===== config.mk =====
export PLATFORM = sky130hd
export DESIGN_NAME = derandomizer
export DESIGN_NICKNAME = d
export VERILOG_FILES = /design/src/rtl/derandomizer_pkg.sv /design/src/rtl/derand_lfsr.sv /design/src/rtl/derandomizer.sv
export SDC_FILE = /design/constraint.sdc
export NUM_CORES = 1
export LEC_CHECK = 0
export ABC_AREA = 1
export BUFFER_PORTS_ARGS = -buffer_cell sky130_fd_sc_hd__buf_2
export CELL_PAD_IN_SITES_DETAIL_PLACEMENT = 2
export CELL_PAD_IN_SITES_GLOBAL_PLACEMENT = 2
export CORE_MARGIN = 2
export CORE_UTILIZATION = 35
export DETAILED_ROUTE_END_ITERATION = 8
export PLACE_DENSITY = 0.83
export SYNTH_ARGS = -nofsm -noshare
export SYNTH_HDL_FRONTEND = slang
export SYNTH_SLANG_ARGS = --single-unit
export TNS_END_PERCENT = 20

===== constraint.sdc =====
create_clock -name clk -period 4.67 [get_ports clk]
set_clock_uncertainty 0.05 [all_clocks]
set_input_delay 0.934 -clock clk [delete_from_list [all_inputs] [get_ports clk]]
set_output_delay 0.934 -clock clk [all_outputs]
set_load 0.005 [all_outputs]

===== src/rtl/derandomizer_pkg.sv =====
// Shared constants for the burst randomizer/derandomizer pair: LFSR geometry, IV framing and
// FSM state encoding.
package derandomizer_pkg;

  localparam int unsigned LfsrW = 15;
  localparam int unsigned TapHi = 14;
  localparam int unsigned TapLo = 13;

  localparam logic [1:0] IvMid = 2'b11;
  localparam logic       IvOne = 1'b1;

  typedef enum logic [1:0] {
    StIdle,
    StLoad,
    StRun,
    StDrain
  } state_e;

  function automatic logic [LfsrW-1:0] make_iv(input logic [3:0] bsid,
                                               input logic [3:0] uiuc,
                                               input logic [3:0] frame_num);
    return {bsid, IvMid, uiuc, IvOne, frame_num};
  endfunction

endpackage


===== src/rtl/derand_lfsr.sv =====
// 1 + x^14 + x^15 keystream generator; loads an IV and steps once per accepted input bit.
module derand_lfsr
  import derandomizer_pkg::*;
(
  input  logic             clk,
  input  logic             reset,
  input  logic             i_load,
  input  logic [LfsrW-1:0] i_iv,
  input  logic             i_adv,
  output logic             o_ks
);

  logic [LfsrW-1:0] r_lfsr;

  assign o_ks = r_lfsr[TapHi] ^ r_lfsr[TapLo];

  always_ff @(posedge clk or negedge reset) begin
    if (!reset) begin
      r_lfsr <= '0;
    end else if (i_load) begin
      r_lfsr <= i_iv;
    end else if (i_adv) begin
      r_lfsr <= {r_lfsr[LfsrW-2:0], o_ks};
    end
  end

endmodule


===== src/rtl/derandomizer.sv =====
// Burst derandomizer: XORs the received bit stream with the LFSR keystream seeded from the IV,
// through a single-entry output register with ready/valid on both sides.
module derandomizer
  import derandomizer_pkg::*;
#(
  parameter int unsigned BURST_W = 16
) (
  input  logic               clk,
  input  logic               reset,
  input  logic               start,
  input  logic [3:0]         bsid,
  input  logic [3:0]         uiuc,
  input  logic [3:0]         frame_num,
  input  logic [BURST_W-1:0] burst_len,
  input  logic               in_bit,
  input  logic               in_valid,
  output logic               in_ready,
  output logic               out_bit,
  output logic               out_valid,
  input  logic               out_ready,
  output logic               busy,
  output logic               done
);

  state_e             r_state;
  logic [LfsrW-1:0]   r_iv;
  logic [BURST_W-1:0] r_len;
  logic [BURST_W-1:0] r_count;
  logic               r_out_bit;
  logic               r_out_valid;
  logic               r_done;
  logic               w_in_xfer;
  logic               w_ks;

  // A full register still accepts when it is being popped in the same cycle.
  assign in_ready  = (r_state == StRun) && (!r_out_valid || out_ready);
  assign w_in_xfer = in_valid && in_ready;

  assign out_bit   = r_out_bit;
  assign out_valid = r_out_valid;
  assign busy      = (r_state != StIdle);
  assign done      = r_done;

  derand_lfsr u_lfsr (
    .clk    (clk),
    .reset  (reset),
    .i_load (r_state == StLoad),
    .i_iv   (r_iv),
    .i_adv  (w_in_xfer),
    .o_ks   (w_ks)
  );

  always_ff @(posedge clk or negedge reset) begin
    if (!reset) begin
      r_state     <= StIdle;
      r_iv        <= '0;
      r_len       <= '0;
      r_count     <= '0;
      r_out_bit   <= 1'b0;
      r_out_valid <= 1'b0;
      r_done      <= 1'b0;
    end else begin
      r_done <= 1'b0;

      if (w_in_xfer) begin
        r_out_valid <= 1'b1;
        r_out_bit   <= in_bit ^ w_ks;
      end else if (out_ready) begin
        r_out_valid <= 1'b0;
      end

      case (r_state)
        StIdle: begin
          if (start) begin
            if (burst_len != '0) begin
              r_iv    <= make_iv(bsid, uiuc, frame_num);
              r_len   <= burst_len;
              r_state <= StLoad;
            end else begin
              r_done <= 1'b1;
            end
          end
        end
        StLoad: begin
          r_count <= r_len;
          r_state <= StRun;
        end
        StRun: begin
          if (w_in_xfer) begin
            r_count <= r_count - BURST_W'(1);
            if (r_count == BURST_W'(1)) begin
              r_state <= StDrain;
            end
          end
        end
        StDrain: begin
          // Finish on the cycle the last bit leaves the output register.
          if (!r_out_valid || out_ready) begin
            r_done  <= 1'b1;
            r_state <= StIdle;
          end
        end
        default: r_state <= StIdle;
      endcase
    end
  end

endmodule


==> impl_metrics.toml <==
[hold_path]
hold_path_startpoint = "r_len[7]"
min_delay_path_depth = 2
worstHoldEndpoint = "r_len[7]"
hold_path_class = "reg2reg"

[global_routing]
global_route.usage.met2_pct = 35.3
grt_pass1_wl_um = 16600
global_route.usage.met1_pct = 27.1
grt_max_degree = 58
first_global_vias = 3330
grt_most_used_layer = "met2"
grt-ovfl-total = 0
antenna_found_initial = 0
grt.total_usage_pct = 20.6
groute.layer.met3.usage_pct = 2.87

[layout]
num-nets-final = 518
drive_gt1_share_pct = 13.0
n_antenna_cell = 0
mostFrequentLayoutCell = "sky130_fd_sc_hd__nand2_1"
multiInputGateArea_um2 = 1400
final_area_um2 = 3870
area.growth.synth_to_final_pct = 14.7
final_cell_count_no_fill = 612
layout.core_utilization_pct = 41.7
seqCellArea_um2 = 1630
final_cell_mix = "123 x sky130_fd_sc_hd__nand2_1, 65 x sky130_fd_sc_hd__o21ai_0, 65 x sky130_fd_sc_hd__dfrtp_1"
filler_instances = 1109

[floorplanning]
initial_core_util_pct = 36.4
chipHeight_um = 102
top_level_ports = 39
core-area_um2 = 9280
fp.dieArea_um2 = 10500
core.rowCount = 35
die_width_um = 102

[sta]
setup-violations-final = 0
max_clock_freq_ghz = 0.310
totalNegativeSetupSlack_ns = 0
setup_slack_ns = 1.45
final_cycle_utilization_of_the_critical_path_pct = 69.1
rsz_0062_raised_after_global_routing = "no"
slew_violations = 0
final.min_clock_period_ns = 3.22
max_slew_margin_pct = 28.8
finalHoldViolations = 0
worstMarginPinSlew_ns = 1.07

[worst_setup_path]
worst_ep_required_time_ns = 3.69
arrival_time_of_data_at_the_critical_path_endpoint_ns = 2.24
worstPathMaxFanout = 23
regToRegSetupSlack_ns = 1.89
critical_path.reg2reg.startpoint = "r_state[0]"
critPathKind = "reg2out"
startpoint_type = "flop"
r2r.worst_path.cells = 6
setup.worst_path.end_class = "output pin"
critical_path.reg2reg.endpoint = "u_lfsr.r_lfsr[8]"

[clock_network]
cts_max_level = 3
post_cts.repair.setup_buffers = 0
total_cts_buffers = 9
clk_pin_slew_ns = 0.08
ctsHoldBuffers = 0
cts.repair.resized = 0
max-clock-path-buffers = 2
clkLatencyLatePin_ns = 0.35
cts_root_buf = "sky130_fd_sc_hd__clkbuf_8"
clkSinkCount = 65
tritoncts = "done"

[drt]
post-route-drc-count = 0
avgViaCountPerCell = 4.92
num_vias = 3013
antenna_left = 0
drtPass1Iterations = 4
drt-initial-drc-count = 86
postRouteWirelength_um = 9570
detail_route.wl_per_cell_um = 15.6

[flow_run]
maxCapViolCount = 0

[synth]
yosysTopAreaCell = "sky130_fd_sc_hd__dfrtp_1"
ys_types = 26
ys.warnings.count = 0
ys_seq_area_share_pct = 48.2
post_synth_design_cell_area_um2 = 3380
post_synth.cell_area_avg_um2 = 7.61
yosysTopAreaCellShare_pct = 48.2
ys_seq_elements = 65
synth.area.top_cells = "sky130_fd_sc_hd__dfrtp_1 48%, sky130_fd_sc_hd__nand2_1 14%, sky130_fd_sc_hd__o21ai_0 9.6%"
syn_inst = 444
synth_fp_nets = 484

[placement]
dp.cells = 596
dpl-instance-area_um2 = 3630
gpl.final_weighted_congestion = 0.846
placement.io_buffers = 38
dpl_worst_slack_ns = 1.81
post-dp-hpwl_um = 6710

[power]
cell_area_power_density_nw_per_um2 = 719
worst_ir_drop_vdd_mv = 0.212
total_leakage_power_nw = 1.99

[outcome]
run_status = "finished, final reports clean"
## how the worst max path moves through the flow
| stage | start | endpoint | slack [ns] | cells after the start |
|---|---|---|---|---|
| final | r_state[0] | in_ready | 1.45 | 5 |
| after global routing | r_state[0] | in_ready | 1.21 | 5 |
| after floorplan | out_ready | in_ready | 2.45 | 4 |
| after global placement | r_state[0] | in_ready | 1.84 | 5 |
| after detailed placement | r_state[0] | in_ready | 1.81 | 5 |
| after CTS | r_state[0] | in_ready | 1.39 | 5 |
## per-layer routing
metal,up-vias,share of wire [%],wire length [um]
met5,-,0,0
met1,1498,47,4530
li1,1463,-,-
met3,9,2.5,236
met2,43,49,4680
met4,0,1.3,127
## cells in the mapped netlist (all sizes together)
cell type / number
nor2: 55
xnor2: 1
o211ai: 13
xor2: 2
a31oi: 1
dfrtp: 65
nand3: 16
o21ai: 65
nand2: 124
inv: 64
buf: 9
a21oi: 6
o22ai: 2
nor3: 2
clkbuf: 7
ha: 6
nand4: 3
nand3b: 3
## cell type report
| type | instances | area share (%) |
|---|---|---|
| multi-input cells | 299 | 36.2 |
| clock inverters | 7 | 3.20 |
| well taps | 129 | 4.17 |
| clock buffers | 9 | 3.20 |
| repair buffers | 39 | 5.10 |
| inverters | 64 | 6.20 |
| flip-flops and latches | 65 | 42.0 |
## stage by stage
step           power (mW)  hold slack, ns
3_5_place_dp         2.18           0.427
5_1_grt              3.07           0.477
3_3_place_gp         2.08           0.401
6_report             2.79           0.448
4_1_cts              2.83           0.453
2_1_floorplan        1.85           0.385
## logic make-up (layout without fill, tap and decap cells)
logic type	Yosys count	in the layout	share of synthesized area, %
AO/OA/AOI/OAI	87	87	14.0
buffers and inverters	80	119	10.3
AND/OR/NAND/NOR	203	203	24.5
XOR/XNOR	3	3	0.778
flip-flops	65	65	48.2
adder cells (fa/ha/maj)	6	6	2.22
## flip-flops by register name (all words and copies together) (netlist names)
name           flops
out_valid          1
r_count           16
r_len             16
done               1
r_state            2
out_bit            1
u_lfsr.r_lfsr     15
r_iv              13
## power by group
part           internal, mW  leakage (nW)  switching [mW]
logic                 0.374          1.06           0.788
clock network         0.360         0.121           0.249
registers             0.830         0.808           0.186
total                  1.56          1.99            1.22
## critical path, cell delays in order, from the launching register on
cell and delay (ns):
sky130_fd_sc_hd__dfrtp_1 0.42, sky130_fd_sc_hd__inv_1 0.09, sky130_fd_sc_hd__ha_1 0.76, sky130_fd_sc_hd__inv_2 0.33, sky130_fd_sc_hd__nor2_1 0.17, sky130_fd_sc_hd__buf_2 0.12
(Power assumes the default switching activity.)
